File: src/rtl/osd_pkg.sv
`timescale 1ns/1ps
`default_nettype none
// ============================================================================
// Module   : osd_pkg
// Brief    : OSD SPI command opcodes, cmd_op encodings and line geometry.
// Revision : 1.0 - initial release
// ============================================================================
package osd_pkg;

    localparam logic [7:0] OSD_CMD_WRITE  = 8'h20;
    // Enable/disable share one opcode; bit 0 selects enable.
    localparam logic [7:0] OSD_CMD_ENABLE = 8'h40;

    localparam int OSD_LINES      = 8;
    localparam int OSD_LINE_BYTES = 256;
    localparam int OSD_LINE_W     = $clog2(OSD_LINES);

    typedef enum logic [1:0] {
        OP_DISABLE  = 2'd0,
        OP_ENABLE   = 2'd1,
        OP_WRITE    = 2'd2,
        OP_RESERVED = 2'd3
    } osd_op_e;

    function automatic logic [7:0] osd_cmd_byte(input osd_op_e op,
                                                input logic [OSD_LINE_W-1:0] line);
        logic [7:0] b;
        case (op)
            OP_ENABLE: b = OSD_CMD_ENABLE | 8'h01;
            OP_WRITE:  b = OSD_CMD_WRITE | {{(8-OSD_LINE_W){1'b0}}, line};
            default:   b = OSD_CMD_ENABLE;
        endcase
        return b;
    endfunction

endpackage
`default_nettype wire

File: src/rtl/spi_tx_shift.sv
`timescale 1ns/1ps
`default_nettype none
// ============================================================================
// Module   : spi_tx_shift
// Brief    : 8-bit MSB-first shifter with SCK half-period divider.
// Revision : 1.0 - initial release
// ============================================================================
module spi_tx_shift #(
    parameter int SCK_DIV = 4
) (
    input  logic       clk_sys,
    input  logic       reset_n,
    input  logic       load,
    input  logic [7:0] load_data,
    output logic       sck,
    output logic       sdo,
    output logic       half_end,
    output logic       last_bit
);

    localparam int                 c_CNT_W   = (SCK_DIV > 1) ? $clog2(SCK_DIV) : 1;
    localparam logic [c_CNT_W-1:0] c_CNT_MAX = c_CNT_W'(SCK_DIV - 1);

    logic [c_CNT_W-1:0] r_cnt;
    logic [7:0]         r_shift;
    logic [2:0]         r_bit;
    logic               r_active;
    logic               r_sck;

    assign half_end = r_active && (r_cnt == c_CNT_MAX);
    assign last_bit = (r_bit == 3'd7);
    assign sck      = r_sck;
    // Zeros shift in, so the data line rests low once a byte has gone out.
    assign sdo      = r_shift[7];

    always_ff @(posedge clk_sys or negedge reset_n) begin
        if (!reset_n) begin
            r_cnt    <= '0;
            r_shift  <= 8'h00;
            r_bit    <= 3'd0;
            r_active <= 1'b0;
            r_sck    <= 1'b0;
        end else if (load) begin
            r_cnt    <= '0;
            r_shift  <= load_data;
            r_bit    <= 3'd0;
            r_active <= 1'b1;
            r_sck    <= 1'b0;
        end else if (r_active) begin
            if (r_cnt == c_CNT_MAX) begin
                r_cnt <= '0;
                if (!r_sck) begin
                    r_sck <= 1'b1;
                end else begin
                    r_sck   <= 1'b0;
                    r_shift <= {r_shift[6:0], 1'b0};
                    r_bit   <= r_bit + 3'd1;
                    if (r_bit == 3'd7)
                        r_active <= 1'b0;
                end
            end else begin
                r_cnt <= r_cnt + 1'b1;
            end
        end
    end

endmodule
`default_nettype wire

File: src/rtl/osd_spi_master.sv
`timescale 1ns/1ps
`default_nettype none
// ============================================================================
// Module   : osd_spi_master
// Brief    : SPI initiator for OSD enable/disable and line-write commands.
// Revision : 1.0 - initial release
// ============================================================================
module osd_spi_master
    import osd_pkg::*;
#(
    parameter int SCK_DIV    = 4,
    parameter int SS_GAP     = 4,
    parameter int LINE_BYTES = OSD_LINE_BYTES
) (
    input  logic                  clk_sys,
    input  logic                  reset_n,
    input  logic                  cmd_valid,
    output logic                  cmd_ready,
    input  logic [1:0]            cmd_op,
    input  logic [OSD_LINE_W-1:0] cmd_line,
    input  logic                  dat_valid,
    output logic                  dat_ready,
    input  logic [7:0]            dat_in,
    output logic                  busy,
    output logic                  SPI_SCK,
    output logic                  SPI_SS3,
    output logic                  SPI_DO
);

    localparam int                  c_WAIT_MAX   = (SCK_DIV > SS_GAP) ? SCK_DIV : SS_GAP;
    localparam int                  c_WAIT_W     = (c_WAIT_MAX > 1) ? $clog2(c_WAIT_MAX) : 1;
    localparam logic [c_WAIT_W-1:0] c_TAIL_END   = c_WAIT_W'(SCK_DIV - 1);
    localparam logic [c_WAIT_W-1:0] c_GAP_END    = c_WAIT_W'(SS_GAP - 1);
    localparam logic [8:0]          c_LINE_BYTES = 9'(LINE_BYTES);

    // SETUP keeps its encoding, but the shifter loads on the accept edge so
    // IDLE moves straight to SHIFT_LO with bit 7 already on the data line.
    typedef enum logic [2:0] {
        ST_IDLE     = 3'd0,
        ST_SETUP    = 3'd1,
        ST_SHIFT_LO = 3'd2,
        ST_SHIFT_HI = 3'd3,
        ST_FETCH    = 3'd4,
        ST_TAIL     = 3'd5,
        ST_GAP      = 3'd6
    } state_e;

    state_e              r_state;
    logic                r_cmd_ready;
    logic                r_dat_ready;
    logic                r_busy;
    logic                r_ss3;
    logic                r_is_write;
    logic [8:0]          r_byte_cnt;
    logic [c_WAIT_W-1:0] r_wait;

    osd_op_e    w_cmd_op;
    logic       w_start;
    logic       w_fetch_hs;
    logic       w_tx_load;
    logic [7:0] w_tx_data;
    logic       w_tx_half_end;
    logic       w_tx_last;

    assign w_cmd_op   = osd_op_e'(cmd_op);
    assign w_start    = r_cmd_ready && cmd_valid && (w_cmd_op != OP_RESERVED);
    assign w_fetch_hs = r_dat_ready && dat_valid;
    assign w_tx_load  = w_start || w_fetch_hs;
    assign w_tx_data  = w_start ? osd_cmd_byte(w_cmd_op, cmd_line) : dat_in;

    assign cmd_ready = r_cmd_ready;
    assign dat_ready = r_dat_ready;
    assign busy      = r_busy;
    assign SPI_SS3   = r_ss3;

    spi_tx_shift #(
        .SCK_DIV (SCK_DIV)
    ) u_tx (
        .clk_sys   (clk_sys),
        .reset_n   (reset_n),
        .load      (w_tx_load),
        .load_data (w_tx_data),
        .sck       (SPI_SCK),
        .sdo       (SPI_DO),
        .half_end  (w_tx_half_end),
        .last_bit  (w_tx_last)
    );

    always_ff @(posedge clk_sys or negedge reset_n) begin
        if (!reset_n) begin
            r_state     <= ST_IDLE;
            r_cmd_ready <= 1'b1;
            r_dat_ready <= 1'b0;
            r_busy      <= 1'b0;
            r_ss3       <= 1'b1;
            r_is_write  <= 1'b0;
            r_byte_cnt  <= 9'd0;
            r_wait      <= '0;
        end else begin
            case (r_state)
                ST_IDLE: begin
                    if (w_start) begin
                        r_state     <= ST_SHIFT_LO;
                        r_cmd_ready <= 1'b0;
                        r_busy      <= 1'b1;
                        r_ss3       <= 1'b0;
                        r_is_write  <= (w_cmd_op == OP_WRITE);
                        r_byte_cnt  <= 9'd0;
                    end
                end
                ST_SHIFT_LO: begin
                    if (w_tx_half_end)
                        r_state <= ST_SHIFT_HI;
                end
                ST_SHIFT_HI: begin
                    if (w_tx_half_end) begin
                        if (!w_tx_last) begin
                            r_state <= ST_SHIFT_LO;
                        end else if (r_is_write && (r_byte_cnt < c_LINE_BYTES)) begin
                            r_state     <= ST_FETCH;
                            r_dat_ready <= 1'b1;
                        end else begin
                            r_state <= ST_TAIL;
                            r_wait  <= '0;
                        end
                    end
                end
                // SCK is parked low here, so stalling on the source is harmless.
                ST_FETCH: begin
                    if (w_fetch_hs) begin
                        r_state     <= ST_SHIFT_LO;
                        r_dat_ready <= 1'b0;
                        r_byte_cnt  <= r_byte_cnt + 9'd1;
                    end
                end
                ST_TAIL: begin
                    if (r_wait == c_TAIL_END) begin
                        r_state <= ST_GAP;
                        r_ss3   <= 1'b1;
                        r_wait  <= '0;
                    end else begin
                        r_wait <= r_wait + 1'b1;
                    end
                end
                ST_GAP: begin
                    if (r_wait == c_GAP_END) begin
                        r_state     <= ST_IDLE;
                        r_busy      <= 1'b0;
                        r_cmd_ready <= 1'b1;
                    end else begin
                        r_wait <= r_wait + 1'b1;
                    end
                end
                default: r_state <= ST_IDLE;
            endcase
        end
    end

endmodule
`default_nettype wire

File: config.mk
export PLATFORM = sky130hd
export DESIGN_NAME = osd_spi_master
export DESIGN_NICKNAME = d
export VERILOG_FILES = /design/src/rtl/osd_pkg.sv /design/src/rtl/spi_tx_shift.sv /design/src/rtl/osd_spi_master.sv
export SDC_FILE = /design/constraint.sdc
export NUM_CORES = 1
export LEC_CHECK = 0
export ABC_AREA = 0
export CAP_MARGIN = 20
export CORE_ASPECT_RATIO = 1.75
export CORE_MARGIN = 2
export CORE_UTILIZATION = 38
export CTS_CLUSTER_DIAMETER = 30
export DETAILED_ROUTE_END_ITERATION = 8
export PLACE_DENSITY_LB_ADDON = 0.3
export SLEW_MARGIN = 20
export SYNTH_ARGS = -nofsm -noshare
export SYNTH_HDL_FRONTEND = slang
export SYNTH_SLANG_ARGS = --single-unit
export TNS_END_PERCENT = 50
File: constraint.sdc
create_clock -name clk_sys -period 2.85 [get_ports clk_sys]
set_clock_uncertainty 0.05 [all_clocks]
set_input_delay 0.285 -clock clk_sys [delete_from_list [all_inputs] [get_ports clk_sys]]
set_output_delay 0.285 -clock clk_sys [all_outputs]
set_load 0.1 [all_outputs]
# == Word-level counts from Yosys, hierarchy flattened ==
# Index checks and enable logic that the tools add are counted.
# word_totals
regBits,34
in_bits,17
out_inout_bits,6
# op_classes
eq_ne,21
reduce_logical,24
muxes,52
addsub,4
magnitude_cmp,1
# ops
cell,n
$mux W8,5
$mux W3,11
$mux W1,18
$mux W9,2
$ne A2 B2 Y1 const B,9
$pmux W3 S6,1
$pmux W9 S2,1
$mux W2,8
$pmux W7 S2,1
$reduce_bool A2 Y1,7
$eq A3 B3 Y1 const B,4
$reduce_and A3 Y1,4
$reduce_and A5 Y1,2
$add A9 B1 Y9 const B,1
$lt A9 B9 Y1 const B,1
$pmux W1 S2,4
$eq A2 B2 Y1 const B,3
$eq A3 B2 Y1 const B,2
$pmux W2 S3,1
$reduce_and A6 Y1,1
$logic_and A1 B1 Y1,5
$add A2 B1 Y2 const B,2
$ne A2 B1 Y1 const B,2
$reduce_and A2 Y1,2
other kinds (5),5

# == Depth between registers and ports, before layout ==
# Gate-level depths: netlist of run 1.
# logic_depth
depth_word,6
depth_mapped,6
depth_no_buf,6

# == Hierarchy ==
# Synthesis of run 1 repeated with hierarchy kept, for this count alone.
# hier_totals
cells_unflattened,210
area_unflattened_um2,1940.6
# by_module_without_submodules
module,cells_each,n_inst,seq_area_each_um2,area_each_um2
osd_spi_master,138,1,478.0,1227.4
spi_tx_shift,72,1,375.4,713.2

# == Worst setup path before layout of run 1 ==
# OpenSTA, ideal clock, no wires.
# synth_timing
kind,register to register
start,"reg r_dat_ready, in the netlist dat_ready"
end,reg r_byte_cnt[8]
arrival_ns,1.954
setup_ns,0.077
setup_slack_ns,0.768
stages_incl_launch_ff,6
synth_period_minus_slack_ns,2.082
path_buffers,1
path_cell_list,dfrtp_1 > and3b_1 > buf_6 > nand4_4 > or3_1 > a21oi_1
# synth_via
elab_chain_cells,3
# synth_lines
item,line,source
from (decl),osd_spi_master.sv:50,logic r_dat_ready;
from (signal assigned),osd_spi_master.sv:93,r_dat_ready <= 1'b0;
from (signal assigned),osd_spi_master.sv:121,r_dat_ready <= 1'b1;
from (signal assigned),osd_spi_master.sv:132,r_dat_ready <= 1'b0;
$logic_and A1 B1 Y1,osd_spi_master.sv:67,assign w_fetch_hs = r_dat_ready && dat_valid;
$ne A2 B2 Y1 (no source line),--,
$reduce_and A3 Y1 (no source line),--,
to (signal assigned),osd_spi_master.sv:133,r_byte_cnt <= r_byte_cnt + 9'd1;
to (decl),osd_spi_master.sv:54,logic [8:0] r_byte_cnt;
# Every way passes these cells.
# A chain may end at the register's enable or synchronous reset.

# == Final worst setup path of run 1 ==
# layout_timing
start,in cmd_op[1]
end,reg r_state[0]
# layout_via
elab_chain_cells,4
# layout_lines
item,line,source
from (decl),osd_spi_master.sv:19,"input logic [1:0] cmd_op,"
$ne A2 B2 Y1,osd_spi_master.sv:66,assign w_start = r_cmd_ready && cmd_valid && (w_cmd_op != OP_RESERVED);
$logic_and A1 B1 Y1,osd_spi_master.sv:66,
$ne A2 B2 Y1 (no source line),--,
$reduce_and A6 Y1 (no source line),--,
to (signal assigned),osd_spi_master.sv:91,r_state <= ST_IDLE;
to (signal assigned),osd_spi_master.sv:103,r_state <= ST_SHIFT_LO;
to (signal assigned),osd_spi_master.sv:113,r_state <= ST_SHIFT_HI;
to (decl),osd_spi_master.sv:48,state_e r_state;
# Every way passes these cells.

==> flow_metrics.env, run 1 <==
export IMPL_min_path_type="in -> async"
export IMPL_drive_gt1_share_pct=10.13
export IMPL_fill_cells=503
export IMPL_routed_wirelength_mm=3.989
export IMPL_antenna_found_initial=0
export IMPL_worstMarginPinSlew_ns=0.6713
export IMPL_synth_area_per_cell_um2=9.509
export IMPL_ioPinCount=23
export IMPL_finalCritPeriodShare_pct=69.16
export IMPL_synth_seq_cells=34
export IMPL_reg2reg_depth=5
export IMPL_fmax_mhz=507.3
export IMPL_clk_latency_ns=0.30
export IMPL_htree_levels=2
export IMPL_die_x_um=58.14
export IMPL_grt_total_usage_pct=15.72
export IMPL_final_hold_viol_count=0
export IMPL_dr_first_iter_drc_count=30
export IMPL_layout_commonest_cell="dfrtp_1"
export IMPL_grt_overflow=0
export IMPL_synth_top_area_share_pct=41.08
export IMPL_yosysSeqAreaShare_pct=43.77
export IMPL_endpoint_kind="flip-flop"
export IMPL_peakVddDrop_mv=0.4009
export IMPL_die_y_um=98.75
export IMPL_area_delta_synth_final_pct=16.17
export IMPL_num_rows=34
export IMPL_grt_max_degree=35
export IMPL_cts_buffers_inserted=5
export IMPL_grt_pass1_wl_mm=6.851
export IMPL_period_needed_ns=1.971
export IMPL_synth_top_cell_by_area="dfrtp_1"
export IMPL_start_util_pct=39.17
export IMPL_mappedNetlistArea_um2=1949
export IMPL_setup_tns_ns=0
export IMPL_finalNetCount=252
export IMPL_yosysWarnings=0
export IMPL_drt_vias_per_instance=5.548
export IMPL_multi_input_area_um2=1010
export IMPL_cts_hold_buf=0
export IMPL_postSynthCellCount=205
export IMPL_synth_fp_nets=231
export IMPL_drc=0
export IMPL_power_density_nw_per_um2=486.3
export IMPL_r2r_end="u_tx.r_shift[2]$_DFFE_PN0P_"
export IMPL_wire_per_inst_um=14.20
export IMPL_final_cell_mix="32 x dfrtp_1, 26 x nor2_1, 19 x nand2_1"
export IMPL_synth_ff_type="dfrtp_1"
export IMPL_outcome="completed"
export IMPL_grt_pass1_vias=1499
export IMPL_finalWeightedCongestion=0.7418
export IMPL_worstPathRequired_ns=2.99
export IMPL_synthTopCellsByArea="dfrtp_1 41%, mux2i_1 7.2%, ha_1 5.8%"
export IMPL_drt_pass1_iterations=4
export IMPL_drv_cap=0
export IMPL_postRouteAntennaNets=0
export IMPL_postCtsSetupRepairBufs=0
export IMPL_setup_slack_ns=0.8788
export IMPL_cts_tree="built"
export IMPL_clk_path_buf_depth=2
export IMPL_cts_repair_resized=0
export IMPL_io_buffers=22
export IMPL_r2r_slack_ns=0.92
export IMPL_core_area_um2=4977
export IMPL_path_max_fanout=7
export IMPL_pre_cts_ws_ns=0.5692
export IMPL_die_area_um2=5741
export IMPL_slew_viol_final=0
export IMPL_cts_root_buffer="clkbuf_8"
export IMPL_setup_violations=0
export IMPL_synth_edff_count=0
export IMPL_crit_type="in -> reg"
export IMPL_post_synth_num_cell_types=44
export IMPL_antenna_cells=0
export IMPL_arrival_ns=2.11
export IMPL_max_slew_margin_pct=55.12
export IMPL_async_flop_share_pct=100.0
export IMPL_cts_reportedPaths_clkPinSlew_ns=0.08
export IMPL_startpoint_type="input port"
export IMPL_r2r_start="u_tx.r_cnt[0]$_DFFE_PN0P_"
export IMPL_dpl_hpwl_mm=2.887
export IMPL_via_count=1559
export IMPL_clkSinkCount=34
export IMPL_layout_area_seq_um2=853.3
export IMPL_p_leak_uw=0.001110
export IMPL_rsz0062_at_grt="no"
==> area by class of cell <==
cell class,instances,area share [%]
multi-input cells,155,44.59
clock buffers,7,3.812
flip-flops and latches,34,37.68
clock inverters,1,0.2210
inverters,6,0.9945
well taps,54,2.983
repair buffers,24,9.724
==> routing by layer <==
metal,track usage [%],vias to the layer above,wire length [um]
met2,26.84,20,2125
met1,18.00,760,1646
met3,4.068,7,134
met4,6.977,0,82
li1,-,772,-
met5,0,-,0
==> where the power goes <==
group          total (uW)  internal (uW)  switching [uW]
sequential            532            511            20.7
clock                 373            195             178
combinational         196           76.5             120
total                1100            782             319
==> logic make-up (layout without fill, tap and decap cells) <==
| kind of cell | Yosys count | in the layout | share of synthesized area [%] |
|---|---|---|---|
| compound gates | 44 | 44 | 15.34 |
| xor+xnor | 4 | 4 | 1.798 |
| fa+ha+maj | 9 | 9 | 5.777 |
| buf+inv | 16 | 38 | 4.428 |
| flops | 34 | 34 | 43.77 |
| mux | 14 | 14 | 7.188 |
| simple gates | 84 | 84 | 21.69 |
==> registers in the layout (all words and copies together), names as in the netlist <==
| name | count |
|---|---|
| r_state | 3 |
| u_tx.r_cnt | 2 |
| r_is_write | 1 |
| SPI_SS3 | 1 |
| u_tx.r_bit | 3 |
| dat_ready | 1 |
| u_tx.r_active | 1 |
| u_tx.r_shift | 8 |
| r_wait | 2 |
| r_byte_cnt | 9 |
| u_tx.sck | 1 |
| cmd_ready | 1 |
| busy | 1 |
==> worst max-delay path, stage by stage <==
cell	delay [ns]
clkdlybuf4s50_1	0.47
ha_1	0.21
nand3b_1	0.27
a221oi_1	0.56
nor3b_1	0.10
a41o_1	0.22
==> synth_stat cells, drive strengths merged, types with 4 or more instances <==
cell type and n:
dfrtp 32, nor2 26, nand2 19, mux2i 14, nand3 11, a21oi 9
ha 9, o21ai 9, buf 7, a211oi 6, inv 6, and3 4
nand2b 4, nor2b 4
==> worst max-delay path by stage <==
stage | from | endpoint | cells past startpoint
after global placement | cmd_op[1] | r_state[0]$_DFFE_PN0P_ | 6
after detailed placement | cmd_op[1] | r_state[0]$_DFFE_PN0P_ | 6
after CTS | u_tx.r_cnt[0]$_DFFE_PN0P_ | u_tx.r_shift[2]$_DFFE_PN0P_ | 5
final | cmd_op[1] | r_state[0]$_DFFE_PN0P_ | 6
after floorplan | dat_ready$_DFFE_PN0P_ | r_byte_cnt[8]$_DFFE_PN0P_ | 5
after global routing | u_tx.r_cnt[0]$_DFFE_PN0P_ | u_tx.r_shift[2]$_DFFE_PN0P_ | 5
==> per-stage QoR <==
step	utilization, %	total power, uW	cells	area (um^2)	hold slack [ns]
final	45.50	1101	281	2265	0.3410
after global routing	45.50	1153	281	2265	0.3922
after CTS	45.50	1113	281	2265	0.3650
after detailed placement	43.67	740.0	273	2173	0.4197
after global placement	43.67	737.4	273	2173	0.4283
after floorplan	-	671.7	205	1949	-0.06059
(Power assumes the default switching activity.)
==> inputs of run 2 (changes only) <==
Clock period 2.85 ns to 2.1 ns, I/O delays scaled along.
==> flow_metrics.env, run 2 (same netlist as run 1, synthesis figures left out) <==
export IMPL_drc=0
export IMPL_antenna_found_initial=0
export IMPL_clk_latency_ns=0.30
export IMPL_area_delta_synth_final_pct=18.49
export IMPL_postCtsSetupRepairBufs=0
export IMPL_largest_register_ffs=9
export IMPL_htree_levels=2
export IMPL_crit_type="reg -> reg"
export IMPL_die_y_um=98.75
export IMPL_fmax_mhz=542.5
export IMPL_power_internal_uw=1065
export IMPL_slowest_stage="a221oi_1"
export IMPL_swShare_pct=29.42
export IMPL_grt_overflow=0
export IMPL_drt_vias_per_instance=5.376
export IMPL_cp_top_family="compound AO/OA/AOI/OAI gates"
export IMPL_combPwrFrac_pct=18.0
export IMPL_final_cell_mix="32 x dfrtp_1, 26 x nor2_1, 19 x nand2_1"
export IMPL_reg2reg_depth=5
export IMPL_r2r_end="r_state[0]$_DFFE_PN0P_"
export IMPL_via_count=1543
export IMPL_cts_hold_buf=0
export IMPL_fill_cells=490
export IMPL_place_area_um2=2218
export IMPL_finalNetCount=258
export IMPL_p_sw_uw=444.2
export IMPL_fin_area_um2=2310
export IMPL_slew_viol_final=0
export IMPL_worstPathRequired_ns=2.23
export IMPL_endpoint="r_state[0]$_DFFE_PN0P_"
export IMPL_drt_pass1_iterations=7
export IMPL_path_buf_inv=0
export IMPL_clockPowerShare_pct=34.0
export IMPL_endpoint_kind="flip-flop"
export IMPL_seqPwrFrac_pct=47.9
export IMPL_ioPinCount=23
export IMPL_antenna_cells=0
export IMPL_startpoint_type="flip-flop"
export IMPL_drv_cap=0
export IMPL_setup_violations=0
export IMPL_fin_util_pct=46.41
export IMPL_core_area_um2=4977
export IMPL_power_density_nw_per_um2=653.6
export IMPL_num_rows=34
export IMPL_drive_gt1_share_pct=12.45
export IMPL_clkSinkCount=34
export IMPL_top_regs="r_byte_cnt: 9 flops, u_tx.r_shift: 8 flops"
export IMPL_cts_root_buffer="clkbuf_8"
export IMPL_routed_wirelength_mm=4.300
export IMPL_finalCritPeriodShare_pct=87.78
export IMPL_min_path_type="in -> async"
export IMPL_top_register="r_byte_cnt"
export IMPL_dpl_hpwl_mm=3.185
export IMPL_outcome="completed"
export IMPL_finalWeightedCongestion=0.7205
export IMPL_cp_startpoint="r_wait[0]$_DFFE_PN0P_"
export IMPL_cts_tree="built"
export IMPL_cts_reportedPaths_clkPinSlew_ns=0.07
export IMPL_cts_buffers_inserted=5
export IMPL_worst_path_stages=5
export IMPL_arrival_ns=1.97
export IMPL_r2r_start="r_wait[0]$_DFFE_PN0P_"
export IMPL_start_util_pct=39.17
export IMPL_clk_path_buf_depth=2
export IMPL_grt_total_usage_pct=17.76
export IMPL_grt_max_degree=35
export IMPL_crit_chain="ha_1 > a21oi_1 > a221oi_1 > nor3b_1 > a41o_1"
export IMPL_worstMarginPinSlew_ns=0.5583
export IMPL_setup_slack_ns=0.2567
export IMPL_power_uw=1510
export IMPL_grt_pass1_wl_mm=7.797
export IMPL_r2r_slack_ns=0.26
export IMPL_max_slew_margin_pct=62.78
export IMPL_die_area_um2=5741
export IMPL_dr_first_iter_drc_count=25
export IMPL_postRouteAntennaNets=0
export IMPL_critPathMaxStageDelay_ns=0.56
export IMPL_peakVddDrop_mv=0.5068
export IMPL_p_leak_uw=0.001139
export IMPL_wire_per_inst_um=14.98
export IMPL_setup_tns_ns=0
export IMPL_final_hold_viol_count=0
export IMPL_rsz0062_at_grt="no"
export IMPL_period_needed_ns=1.843
export IMPL_io_buffers=22
export IMPL_grt_pass1_vias=1616
export IMPL_cts_repair_resized=0
export IMPL_layout_commonest_cell="dfrtp_1"
export IMPL_die_x_um=58.14
export IMPL_pre_cts_ws_ns=0.1328
export IMPL_path_max_fanout=5
run 2: how the worst min path moves through the flow:
stage,to,slack (ns)
3_5_place_dp,r_byte_cnt[6]$_DFFE_PN0P_,0.42
6_report,u_tx.r_cnt[0]$_DFFE_PN0P_,0.27
4_1_cts,u_tx.r_cnt[1]$_DFFE_PN0P_,0.28
2_1_floorplan,busy$_DFFE_PN0P_,-0.14
5_1_grt,u_tx.r_cnt[0]$_DFFE_PN0P_,0.32
3_3_place_gp,r_byte_cnt[6]$_DFFE_PN0P_,0.42
run 2: worst register-to-register path: stages (launching register included):
cell and delay, ns:
dfrtp_1 0.41, ha_1 0.28, a21oi_1 0.10, a221oi_1 0.56, nor3b_1 0.11, a41o_1 0.22
run 2: power groups by stage:
stage / clock network [uW] / logic (uW) / registers (uW)
after global placement: 0 / 274 / 734
after detailed placement: 0 / 275 / 736
after global routing: 556 / 299 / 730
after CTS: 530 / 276 / 724
after floorplan: 0 / 112 / 799
final: 514 / 272 / 724
run 2: stage by stage:
step	hold WS, ns	instances
3_5_place_dp	0.4156	279
2_1_floorplan	-0.1356	205
4_1_cts	0.2818	287
6_report	0.2746	287
5_1_grt	0.3244	287
3_3_place_gp	0.4170	279
run 2: final cells by class:
type	instances	area [um^2]	share of cell area [%]
Clock buffer	7	86.33	3.738
Sequential cell	34	853.3	36.94
Multi-Input combinational cell	155	1010	43.72
Tap cell	54	67.56	2.925
Timing Repair Buffer	30	265.3	11.48
Inverter	6	22.52	0.9751
Clock inverter	1	5.005	0.2167
run 2: routing by layer:
metal	part of all wire (%)	global-route usage, %	vias up
met2	53	30.33	25
met3	2.6	2.756	6
met1	42	21.16	737
met4	2.2	8.587	0
li1	-	-	775
met5	0	0	-
